`src/rtl/cmd_bits.sv`:
```
// Shared calculator command encoding: bit positions inside a command byte,
// plus the state type used by the command master that replays those commands.
package cmd_bits;

  localparam int b_op_1   = 0;
  localparam int b_op_2   = 1;
  localparam int b_tx     = 2;
  localparam int b_addop  = 3;
  localparam int b_addres = 4;

  typedef enum logic [2:0] {
    IDLE,
    WAIT_BUSY,
    CMD,
    OP1,
    OP2,
    WAIT_RDY,
    RSP
  } dev_master_state_t;

  // Picks the next phase after a command or operand beat: remaining operands
  // first, then the optional read-back, otherwise the transaction is done.
  function automatic dev_master_state_t phase_after(input logic op1,
                                                    input logic op2,
                                                    input logic tx);
    if (op1)      return OP1;
    else if (op2) return OP2;
    else if (tx)  return WAIT_RDY;
    else          return IDLE;
  endfunction

endpackage

```
`src/rtl/dev_master_if.sv`:
```
// Request, response and device-side signals of the calculator command master.
// The master modport is the command master's view; slave is everyone else.
interface dev_master_if #(parameter int DW = 8);

  logic          req_valid;
  logic          req_ready;
  logic [DW-1:0] req_cmd;
  logic [DW-1:0] req_op1;
  logic [DW-1:0] req_op2;

  logic          rsp_valid;
  logic          rsp_ready;
  logic [DW-1:0] rsp_data;
  logic          rsp_err;

  logic          dev_cs;
  logic [DW-1:0] dev_din;
  logic          dev_busy;
  logic [DW-1:0] dev_dout;
  logic          dev_drdy;

  modport master (
    input  req_valid, req_cmd, req_op1, req_op2,
    output req_ready,
    output rsp_valid, rsp_data, rsp_err,
    input  rsp_ready,
    output dev_cs, dev_din,
    input  dev_busy, dev_dout, dev_drdy
  );

  modport slave (
    output req_valid, req_cmd, req_op1, req_op2,
    input  req_ready,
    input  rsp_valid, rsp_data, rsp_err,
    output rsp_ready,
    input  dev_cs, dev_din,
    output dev_busy, dev_dout, dev_drdy
  );

endinterface

```
`src/rtl/dev_master.sv`:
```
// Replays one buffered calculator request to dev_fsm as a cs/din beat sequence
// and, for read-back commands, returns the device result with a timeout guard.
module dev_master
  import cmd_bits::*;
#(
  parameter int DW      = 8,
  parameter int TIMEOUT = 255
) (
  input logic         clk,
  input logic         rst,
  dev_master_if.master bus
);

  // A zero TIMEOUT disables the guard, but the counter still needs one bit.
  localparam int            CW   = (TIMEOUT > 0) ? $clog2(TIMEOUT + 1) : 1;
  localparam logic [CW-1:0] TMAX = CW'(TIMEOUT);

  dev_master_state_t state, state_next;

  logic [DW-1:0] cmd_q, op1_q, op2_q;
  logic [DW-1:0] rsp_data_q;
  logic          rsp_err_q;
  logic [CW-1:0] cnt_q;
  logic          timeout_hit;

  logic          req_ready_c;
  logic          rsp_valid_c;
  logic          dev_cs_c;
  logic [DW-1:0] dev_din_c;

  assign timeout_hit = (TIMEOUT != 0) && (cnt_q == TMAX);

  always_ff @(posedge clk) begin
    if (rst) begin
      state      <= IDLE;
      cmd_q      <= '0;
      op1_q      <= '0;
      op2_q      <= '0;
      rsp_data_q <= '0;
      rsp_err_q  <= 1'b0;
      cnt_q      <= '0;
    end else begin
      state <= state_next;

      if (state == IDLE && bus.req_valid) begin
        cmd_q <= bus.req_cmd;
        op1_q <= bus.req_op1;
        op2_q <= bus.req_op2;
      end

      // drdy is checked before the limit so a last-cycle result still counts.
      if (state == WAIT_RDY) begin
        if (bus.dev_drdy) begin
          rsp_data_q <= bus.dev_dout;
          rsp_err_q  <= 1'b0;
        end else if (timeout_hit) begin
          rsp_data_q <= '0;
          rsp_err_q  <= 1'b1;
        end else begin
          cnt_q <= cnt_q + CW'(1);
        end
      end else begin
        cnt_q <= '0;
      end
    end
  end

  // Device outputs come only from the state and the latched request, never
  // from the live request inputs.
  always_comb begin
    state_next  = state;
    req_ready_c = 1'b0;
    rsp_valid_c = 1'b0;
    dev_cs_c    = 1'b0;
    dev_din_c   = '0;

    case (state)
      IDLE: begin
        req_ready_c = 1'b1;
        if (bus.req_valid) state_next = WAIT_BUSY;
      end
      WAIT_BUSY: begin
        if (!bus.dev_busy) state_next = CMD;
      end
      CMD: begin
        dev_cs_c   = 1'b1;
        dev_din_c  = cmd_q;
        state_next = phase_after(cmd_q[b_op_1], cmd_q[b_op_2], cmd_q[b_tx]);
      end
      OP1: begin
        dev_din_c  = op1_q;
        state_next = phase_after(1'b0, cmd_q[b_op_2], cmd_q[b_tx]);
      end
      OP2: begin
        dev_din_c  = op2_q;
        state_next = phase_after(1'b0, 1'b0, cmd_q[b_tx]);
      end
      WAIT_RDY: begin
        if (bus.dev_drdy || timeout_hit) state_next = RSP;
      end
      RSP: begin
        rsp_valid_c = 1'b1;
        if (bus.rsp_ready) state_next = IDLE;
      end
      default: state_next = IDLE;
    endcase
  end

  assign bus.req_ready = req_ready_c;
  assign bus.rsp_valid = rsp_valid_c;
  assign bus.rsp_data  = rsp_data_q;
  assign bus.rsp_err   = rsp_err_q;
  assign bus.dev_cs    = dev_cs_c;
  assign bus.dev_din   = dev_din_c;

endmodule

```
`src/flat_wrapper.sv`:
```
// flat-port wrapper written by rule: the top's interface ports become plain ports
module dev_master_flat import cmd_bits::*;
#(
  parameter int DW      = 8,
  parameter int TIMEOUT = 255
)
  (clk, rst, bus_req_valid, bus_req_cmd, bus_req_op1, bus_req_op2, bus_req_ready, bus_rsp_valid, bus_rsp_data, bus_rsp_err, bus_rsp_ready, bus_dev_cs, bus_dev_din, bus_dev_busy, bus_dev_dout, bus_dev_drdy);
  dev_master_if #(.DW(DW)) bus_i ();
  input logic clk;
  input logic rst;
  input wire logic [$bits(bus_i.req_valid)-1:0] bus_req_valid;
  input wire logic [$bits(bus_i.req_cmd)-1:0] bus_req_cmd;
  input wire logic [$bits(bus_i.req_op1)-1:0] bus_req_op1;
  input wire logic [$bits(bus_i.req_op2)-1:0] bus_req_op2;
  output wire logic [$bits(bus_i.req_ready)-1:0] bus_req_ready;
  output wire logic [$bits(bus_i.rsp_valid)-1:0] bus_rsp_valid;
  output wire logic [$bits(bus_i.rsp_data)-1:0] bus_rsp_data;
  output wire logic [$bits(bus_i.rsp_err)-1:0] bus_rsp_err;
  input wire logic [$bits(bus_i.rsp_ready)-1:0] bus_rsp_ready;
  output wire logic [$bits(bus_i.dev_cs)-1:0] bus_dev_cs;
  output wire logic [$bits(bus_i.dev_din)-1:0] bus_dev_din;
  input wire logic [$bits(bus_i.dev_busy)-1:0] bus_dev_busy;
  input wire logic [$bits(bus_i.dev_dout)-1:0] bus_dev_dout;
  input wire logic [$bits(bus_i.dev_drdy)-1:0] bus_dev_drdy;
  assign bus_i.req_valid = bus_req_valid;
  assign bus_i.req_cmd = bus_req_cmd;
  assign bus_i.req_op1 = bus_req_op1;
  assign bus_i.req_op2 = bus_req_op2;
  assign bus_req_ready = bus_i.req_ready;
  assign bus_rsp_valid = bus_i.rsp_valid;
  assign bus_rsp_data = bus_i.rsp_data;
  assign bus_rsp_err = bus_i.rsp_err;
  assign bus_i.rsp_ready = bus_rsp_ready;
  assign bus_dev_cs = bus_i.dev_cs;
  assign bus_dev_din = bus_i.dev_din;
  assign bus_i.dev_busy = bus_dev_busy;
  assign bus_i.dev_dout = bus_dev_dout;
  assign bus_i.dev_drdy = bus_dev_drdy;
  dev_master #(.DW(DW), .TIMEOUT(TIMEOUT)) u_core (.clk(clk), .rst(rst), .bus(bus_i));
endmodule
```
`config.mk`:
```
export PLATFORM = sky130hd
export DESIGN_NAME = dev_master_flat
export DESIGN_NICKNAME = d
export VERILOG_FILES = /design/src/rtl/cmd_bits.sv /design/src/rtl/dev_master_if.sv /design/src/rtl/dev_master.sv /design/src/flat_wrapper.sv
export SDC_FILE = /design/constraint.sdc
export NUM_CORES = 1
export LEC_CHECK = 0
export BUFFER_PORTS_ARGS = -buffer_cell sky130_fd_sc_hd__buf_2
export CAP_MARGIN = 20
export CORE_AREA = 2 2 62 88
export CTS_CLUSTER_DIAMETER = 40
export DETAILED_ROUTE_END_ITERATION = 8
export DIE_AREA = 0 0 64 90
export GPL_TIMING_DRIVEN = 1
export SETUP_SLACK_MARGIN = 0.1
export SKIP_LAST_GASP = 1
export SLEW_MARGIN = 5
export SYNTH_ARGS = -nofsm -noshare
export SYNTH_HDL_FRONTEND = slang
export SYNTH_SLANG_ARGS = --single-unit
```
`constraint.sdc`:
```
create_clock -name clk -period 2.7 [get_ports clk]
set_input_delay 0 -clock clk [delete_from_list [all_inputs] [get_ports clk]]
set_output_delay 0 -clock clk [all_outputs]
set_load 0.01 [all_outputs]
```
# --- After elaboration in Yosys (flattened, before gate mapping) ---
# Cells that the tools add are included.
totals:
  reg_bits: 44
  out_inout_bits: 20
op_classes:
  muxes: 16
  addsub: 1
  n_reduce_logical: 8
  bitwise: 3
  n_eq_ne: 11
op_table:
  columns: ["op", "n"]
  rows:
  - ["case mux 8 bit (3 select lines)", 1]
  - ["two-way mux 3 bit", 7]
  - ["case mux 3 bit (7 select lines)", 1]
  - ["two-way mux 8 bit", 2]
  - ["equality test 3 bit, second input constant", 3]
  - ["adder 8 x 1 -> 8 bit, second input constant", 1]
  - ["equality test 8 bit, second input constant", 1]
  - ["inequality test 2 bit, second input constant", 4]
  - ["equality test 3 x 2 -> 1 bit, second input constant", 2]
  - ["two-way mux 1 bit", 5]
  - ["AND reduction 2 bit", 2]
  - ["AND reduction 4 bit", 1]
  - ["equality test 3 x 1 -> 1 bit, second input constant", 1]
  - ["zero test 3 bit", 1]
  - ["inverter 1 bit", 3]
  - ["nonzero test 2 bit", 1]
  - ["OR reduction 2 bit", 1]
  - ["logical AND 1 bit", 1]
  - ["logical OR 1 bit", 1]

# --- Depth between registers and ports, before layout ---
# Gate-level depths: netlist (run 1).
logic_depth:
  depth_word: 4
  mapped_depth: 7

# --- Worst setup path after synthesis (run 1) ---
# No wires, ideal clock.
synth_timing:
  path_type: "flip-flop to flip-flop"
  startpoint: "register u_core.cnt_q[0]"
  endpoint: "register u_core.rsp_data_q[0], in the netlist u_core.bus.rsp_data[0]"
  stages_incl_launch_ff: 6
  t_arrival_ps: 1421
  setup_slack_ps: 1162
  n_path_buf: 0
  synth_period_minus_slack_ps: 1538
  path_cell_list: "dfxtp_1 > ha_1 > nand4_1 > o21ai_0 > a21oi_1 > a22o_1"
synth_between:
  elab_chain_cells: 3
synth_rtl:
  columns: ["element", "line", "text"]
  rows:
  - ["from (decl)", "dev_master.sv:23", "logic [CW-1:0] cnt_q;"]
  - ["from (signal assigned)", "dev_master.sv:60", "cnt_q <= cnt_q + CW'(1);"]
  - ["equality test 8 bit", "dev_master.sv:31", "assign timeout_hit = (TIMEOUT != 0) && (cnt_q == TMAX);"]
  - ["nonzero test 2 bit (no line)", null, null]
  - ["AND reduction 2 bit (no line)", null, null]
  - ["to (signal assigned)", "dev_master.sv:54", "rsp_data_q <= bus.dev_dout;"]
  - ["to (decl)", "dev_master.sv:21", "logic [DW-1:0] rsp_data_q;"]
# No other way between the ends.
# A chain may end at the register's enable or synchronous reset.

# --- Final worst setup path (run 1) ---
layout_timing:
  startpoint: "register u_core.state[2]"
  endpoint: "output bus_dev_din[0]"
layout_between:
  elab_chain_cells: 2
  elab_cells_between_ends: 4
  cone_classes: "eq/ne (3); mux (1)"
layout_rtl:
  columns: ["element", "line", "text"]
  rows:
  - ["from (decl)", "dev_master.sv:18", "dev_master_state_t state, state_next;"]
  - ["from (signal assigned)", "dev_master.sv:43", "state <= state_next;"]
  - ["equality test 3 bit / equality test 3 x 2 -> 1 bit (equally long branches)", null, null]
  - ["case mux 8 bit (3 select lines) (*)", "dev_master.sv:77", "case (state)"]
  - ["to (decl)", "flat_wrapper.sv:21", "output wire logic [$bits(bus_i.dev_din)-1:0] bus_dev_din;"]
# Mark *: on every way between the ends. The rest lies on a longest branch, timed or not.

==> results of run 1 <==
## synth_stat cells (2+ instances only)
cell type  count
nand2_1       61
dfxtp_1       44
a21oi_1       29
nor2_1        14
o21ai_0       10
a22o_1         8
a22oi_1        7
buf_2          7
clkbuf_1       7
inv_1          4
a211oi_1       3
and2_1         3
nand3_1        3
nor2b_1        3
nor3_1         3
xnor2_1        3
and4_1         2
buf_6          2
nand2b_1       2
nand4_1        2
or4_1          2
xor2_1         2
## registers in the layout, indices dropped and copies added, names as in the netlist
register	flops
u_core.op1_q	8
u_core.state	3
u_core.op2_q	8
u_core.cmd_q	8
u_core.cnt_q	8
u_core.bus.rsp_err	1
u_core.bus.rsp_data	8
## cell families after synthesis
logic type      count (synthesis)  share of synthesized area, %
mux                             1                         0.514
buf+inv                        20                          5.08
compound gates                 69                          23.3
flops                          44                          45.3
xor+xnor                        5                          2.25
fa+ha+maj                       1                         0.643
simple gates                  100                          23.0
## metrics by stage
stage | setup WS (ps) | instance area, µm² | hold slack (ps)
2_1_floorplan | 1160 | 1950 | 96.6
3_3_place_gp | 841 | 2250 | 210
3_5_place_dp | 802 | 2250 | 214
4_1_cts | 754 | 2700 | 2.07
5_1_grt | 530 | 2700 | 11.5
6_report | 710 | 2700 | 11.9
## routing by layer
metal | global-route usage [%] | vias up | wire length [µm]
met5 | 0 | - | 0
met4 | 4.71 | 0 | 46
met3 | 4.13 | 5 | 278
met2 | 30.5 | 55 | 2370
met1 | 20.2 | 851 | 2120
li1 | - | 1003 | -
## power groups by stage
| stage | clock network, mW | registers [mW] | logic (mW) |
|---|---|---|---|
| after CTS | 0.594 | 0.729 | 0.252 |
| after detailed placement | 0 | 0.745 | 0.217 |
| after global placement | 0 | 0.744 | 0.216 |
| final | 0.572 | 0.729 | 0.251 |
| after floorplan | 0 | 0.721 | 0.169 |
| after global routing | 0.613 | 0.737 | 0.283 |
## final cells by class
class	instances	share of cell area, %
flip-flops and latches	44	32.6
clock buffers	5	2.55
clock inverters	2	2.22
well taps	66	3.06
inverters	4	0.556
multi-input cells	176	35.8
repair buffers	92	23.3
## what timing repair did
| item | in CTS | in global routing |
|---|---|---|
| endpoints found under the hold margin | 32 | 0 |
| hold buffers | 32 | 0 |
| gates resized for setup | 0 | 0 |
## how the worst max path moves through the flow
| stage | start | end | slack (ps) | cells after the start |
|---|---|---|---|---|
| 2_1_floorplan | u_core.cnt_q[0] | u_core.bus.rsp_data[0] | 1160 | 5 |
| 3_3_place_gp | u_core.state[0] | u_core.bus.rsp_data[7] | 840 | 4 |
| 3_5_place_dp | u_core.state[0] | u_core.bus.rsp_data[0] | 800 | 4 |
| 4_1_cts | u_core.state[2] | bus_dev_din[0] | 750 | 4 |
| 5_1_grt | u_core.state[0] | u_core.bus.rsp_data[3] | 530 | 4 |
| 6_report | u_core.state[2] | bus_dev_din[0] | 710 | 4 |
==> out/metrics.yaml, run 1 <==
setup_path:
  cp.arrival_ps: 1990
  critPathMaxFanout: 12
  crit_family: "simple AND/OR/NAND/NOR gates"
  crit_buf_inv: 1
  critical_path_class: "reg -> out"
  reg2reg_slack_ps: 770
  end_kind: "output port"
  critPathMaxStageDelay_ps: 580
  cp_slowest_cell: "nor2b_1"
  worst-endpoint-required_ps: 2700
  r2r_cells: 4
  cp_cell_sequence: "nor2b_1 > a22oi_1 > o21ai_0 > buf_2"
  timing.rr.end: "u_core.bus.rsp_data[5]"
  cp-start-kind: "register"
  r2r_start: "u_core.state[0]"
route:
  drc: 0
  wl_per_cell_um: 12.4
  wirelength_mm: 4.81
  firstDrtPassIters: 4
  viasPerCell: 4.92
  ant_nets: 0
  drt_iter0_drc: 82
  via_count: 1914
min_path:
  hp-class: "in -> reg"
  hold_start: "bus_dev_drdy"
  hold_end: "u_core.bus.rsp_err"
  hold_depth: 2
layout:
  fin_cells: 389
  drive_gt1_share_pct: 22.3
  layout-area-overhead-vs-synth_pct: 38.8
  multiInputGateArea_um2: 966
  n_antenna_cell: 0
  fin_util_pct: 54.0
  layout_common_cells: "61 x nand2_1, 57 x buf_2, 44 x dfxtp_1"
  layout_commonest_cell: "nand2_1"
  nNetsFinal: 362
  register_area_um2: 881
  n_fill_cell: 488
yosys:
  synth_edf_count: 0
  synth_nets: 279
  syn-instance-count: 240
  synthFlopType: "dfxtp_1"
  yosys-top-cells-area: "dfxtp_1 45%, nand2_1 12%, a21oi_1 7.5%"
  yosys_register_bits: 44
  yosysTopAreaCellShare_pct: 45.3
  yosysSeqAreaShare_pct: 45.3
  syn_avg_cell_area_um2: 8.11
  synth.distinct_cells: 41
  synth_area_leader_cell: "dfxtp_1"
  async_flop_share_pct: 0
  yosysWarnings: 0
  synth_area_mm2: 0.00195
die:
  die_h_um: 90
  initial_core_util_pct: 38.9
  design.core.area_mm2: 0.00500
  rows: 31
  dieArea_mm2: 0.00576
  ios: 58
  die_w_um: 64
clock_tree:
  cts_buffers: 5
  cts_buffer_depth: 2
  worst_skew_pair.late_latency_ps: 290
  cts.clk_slew.worst_paths_ps: 80
  cts_tree: "yes"
  cts_sinks: 44
  cts-root-buf: "clkbuf_8"
  htreeDepth: 2
  post-cts-setup-buffer-count: 0
power:
  power_density_mw_per_mm2: 575
  pwr-share-seq_pct: 47.0
  power.total_mw: 1.55
  power_switching_uw: 383
  power_frac_comb_pct: 16.2
  swShare_pct: 24.6
  max-vdd-ir-drop_v: 0.000351
  internal_power_mw: 1.17
  p_leak_nw: 1.10
  clkPwrFrac_pct: 36.8
global_route:
  antenna_found_initial: 0
  first_global_vias: 1893
  overflow: 0
  track_usage_pct: 17.2
  grt_first_pass_wirelength_mm: 8.11
  grt_max_degree: 33
sta:
  min_period_ps: 1990
  final_max_slew_viol_count: 0
  rsz0062_at_grt: "no"
  period_share_pct: 73.7
  worstMarginPinSlew_ps: 791
  fmax_ghz: 0.503
  max_slew_margin_pct: 47.2
  hold_viol_final: 0
  setup_violations: 0
  clock-skew-final_ps: 6.57
  setup_tns_ps: 0
job:
  cap_viol_max_count: 0
placed_design:
  routabilityCongestion: 0.818
  hpwlAfterDp_mm: 3.20
  port_buffers: 57
  dp_cells: 350
run_status:
  outcome: "completed"
Note: power is estimated with default switching activity, not from simulation.
==> run 2, diff against run 1 <==
- ABC_AREA: default -> 1
- CORE_AREA: 2 2 62 88 -> 2 2 64 91
- DIE_AREA: 0 0 64 90 -> 0 0 66 93
- clock period: 2.7 -> 1.7 ns (I/O delays scaled with it)
==> out/metrics.yaml, run 2 <==
layout:
  layout-area-overhead-vs-synth_pct: 34.9
  layout_common_cells: "69 x nand2_1, 57 x buf_2, 42 x a21oi_1"
  n_fill_cell: 595
  drive_gt1_share_pct: 24.5
  fin_area_mm2: 0.00281
  layout_commonest_cell: "nand2_1"
  n_antenna_cell: 0
  nNetsFinal: 409
clock_tree:
  worst_skew_pair.late_latency_ps: 300
  cts.clk_slew.worst_paths_ps: 80
  cts_buffers: 5
  htreeDepth: 2
  cts_sinks: 44
  cts_tree: "yes"
  cts-root-buf: "clkbuf_8"
  cts_buffer_depth: 2
sta:
  worstMarginPinSlew_ps: 398
  setup_violations: 0
  period_share_pct: 88.8
  fin_ws_ps: 190
  hold_viol_final: 0
  clock-skew-final_ps: 8.75
  max_slew_margin_pct: 73.4
  rsz0062_at_grt: "yes"
  fmax_ghz: 0.662
  min_period_ps: 1510
  setup_tns_ps: 0
  final_max_slew_viol_count: 0
yosys:
  synthTopCellsByCount: "70 x nand2_1, 44 x dfxtp_1, 42 x a21oi_1"
  synth.distinct_cells: 32
  yosysMostFrequentCell: "nand2_1"
  yosysWarnings: 0
  yosys-top-cells-area: "dfxtp_1 42%, nand2_1 13%, a21oi_1 10%"
  syn_avg_cell_area_um2: 7.35
  async_flop_share_pct: 0
  yosysSeqAreaShare_pct: 42.3
  synth_area_mm2: 0.00208
  synth_area_leader_cell: "dfxtp_1"
  yosysTopAreaCellShare_pct: 42.3
  synth_edf_count: 0
  syn-instance-count: 283
  synthFlopType: "dfxtp_1"
  synth_nets: 322
  yosys_register_bits: 44
die:
  design.core.area_mm2: 0.00537
  ios: 58
  dieArea_mm2: 0.00614
  initial_core_util_pct: 38.8
  rows: 32
  die_w_um: 66
  die_h_um: 93
setup_path:
  crit_buf_inv: 3
  cp.arrival_ps: 1510
  crit_family: "buffers and inverters"
  critical_path_class: "reg -> out"
  critPathMaxStageDelay_ps: 340
  critPathMaxFanout: 8
  cp_slowest_cell: "dfxtp_2"
  end_kind: "output port"
  cp_cell_sequence: "bufinv_8 > nand3_4 > inv_2 > nand2_1 > o221ai_1 > buf_2"
  cp-start-kind: "register"
  worst-endpoint-required_ps: 1700
placed_design:
  dpl-instance-area_mm2: 0.00239
  port_buffers: 57
  hpwlAfterDp_mm: 3.54
  routabilityCongestion: 0.784
  dp_slack_ps: 107
route:
  drc: 0
  via_count: 2071
  viasPerCell: 4.72
  ant_nets: 0
  wirelength_mm: 5.14
  firstDrtPassIters: 4
  wl_per_cell_um: 11.7
  drt_iter0_drc: 81
power:
  p_leak_nw: 1.22
  max-vdd-ir-drop_v: 0.000930
  power_density_mw_per_mm2: 1160
  power.total_mw: 3.26
job:
  cap_viol_max_count: 0
run_status:
  outcome: "completed"
global_route:
  grt_max_degree: 42
  track_usage_pct: 17.9
  antenna_found_initial: 0
  overflow: 0
  first_global_vias: 1998
  grt_first_pass_wirelength_mm: 8.70
min_path:
  hp-class: "in -> reg"
==> run 2: changes by cell type in the layout (fill, tap and decap cells not counted), moves of 8 or more <==
cell     before  now
nand3_1       3   14
nand2_1      61   69
o21ai_1       0   17
a22o_1        8    0
inv_1         4   35
a21oi_1      29   42
==> run 2: timing repair <==
item	4_1_cts	5_1_grt
resized for setup	2	6
setup endpoints to repair	3	27
hold buffers	31	0
endpoints found under the hold margin	31	0
buffers inserted	0	0
==> run 2: path summary, 6_finish.rpt <==
| path | startpoint | to | slack, ps | cells past startpoint |
|---|---|---|---|---|
| max reg2reg | u_core.state[2] | u_core.op2_q[7] | 280 | 6 |
| min reg2reg | u_core.op2_q[7] | u_core.op2_q[7] | 460 | 2 |
| max | u_core.state[2] | bus_dev_din[0] | 190 | 6 |
| min | bus_req_cmd[0] | u_core.cmd_q[0] | 4 | 3 |
==> run 2: final cells by class <==
cell class	count	area, µm²	share of cell area, %
timing repair buffer	91	618	22.0
inverter	41	170	6.06
clock buffer	5	68.8	2.45
clock inverter	3	21.3	0.758
tap	68	85.1	3.03
sequential	44	886	31.6
multi-input combinational	187	957	34.1
==> run 2: cells by family (layout without fill, tap and decap cells) <==
| family | count (synthesis) | in the layout | share of synthesized area (%) |
|---|---|---|---|
| compound gates | 72 | 72 | 18.9 |
| xor+xnor | 1 | 1 | 0.421 |
| fa+ha+maj | 1 | 1 | 0.601 |
| buf+inv | 52 | 140 | 12.1 |
| flops | 44 | 44 | 42.3 |
| simple gates | 113 | 113 | 25.6 |
==> run 2: per-stage QoR <==
| step | instances | utilization (%) | hold slack [ps] |
|---|---|---|---|
| finish | 439 | 52.3 | 4.21 |
| global route | 439 | 52.3 | 25.0 |
| global placement | 400 | 44.6 | 254 |
| floorplan | 283 | - | 147 |
| detailed placement | 400 | 44.6 | 262 |
| CTS | 439 | 52.1 | 18.1 |
==> run 2: worst reg2reg max path, delay by kind of cell, from the launching register on <==
family                 cells  cell delay (ps)
AO/OA/AOI/OAI              2              310
AND/OR/NAND/NOR            2              310
buffers and inverters      2              340
flip-flops                 1              340
==> run 2: layer usage <==
metal | vias up | GRT usage (%) | part of all wire (%)
met5 | - | 0 | 0
met4 | 0 | 7.14 | 1.8
met3 | 6 | 3.01 | 3.5
li1 | 1098 | - | -
met1 | 924 | 21.9 | 44
met2 | 43 | 30.8 | 51
==> run 2: power breakdown <==
group,leakage (nW),internal (mW),switching [mW]
sequential,0.361,1.26,0.128
clock,0.0445,0.292,0.367
combinational,0.816,0.458,0.756
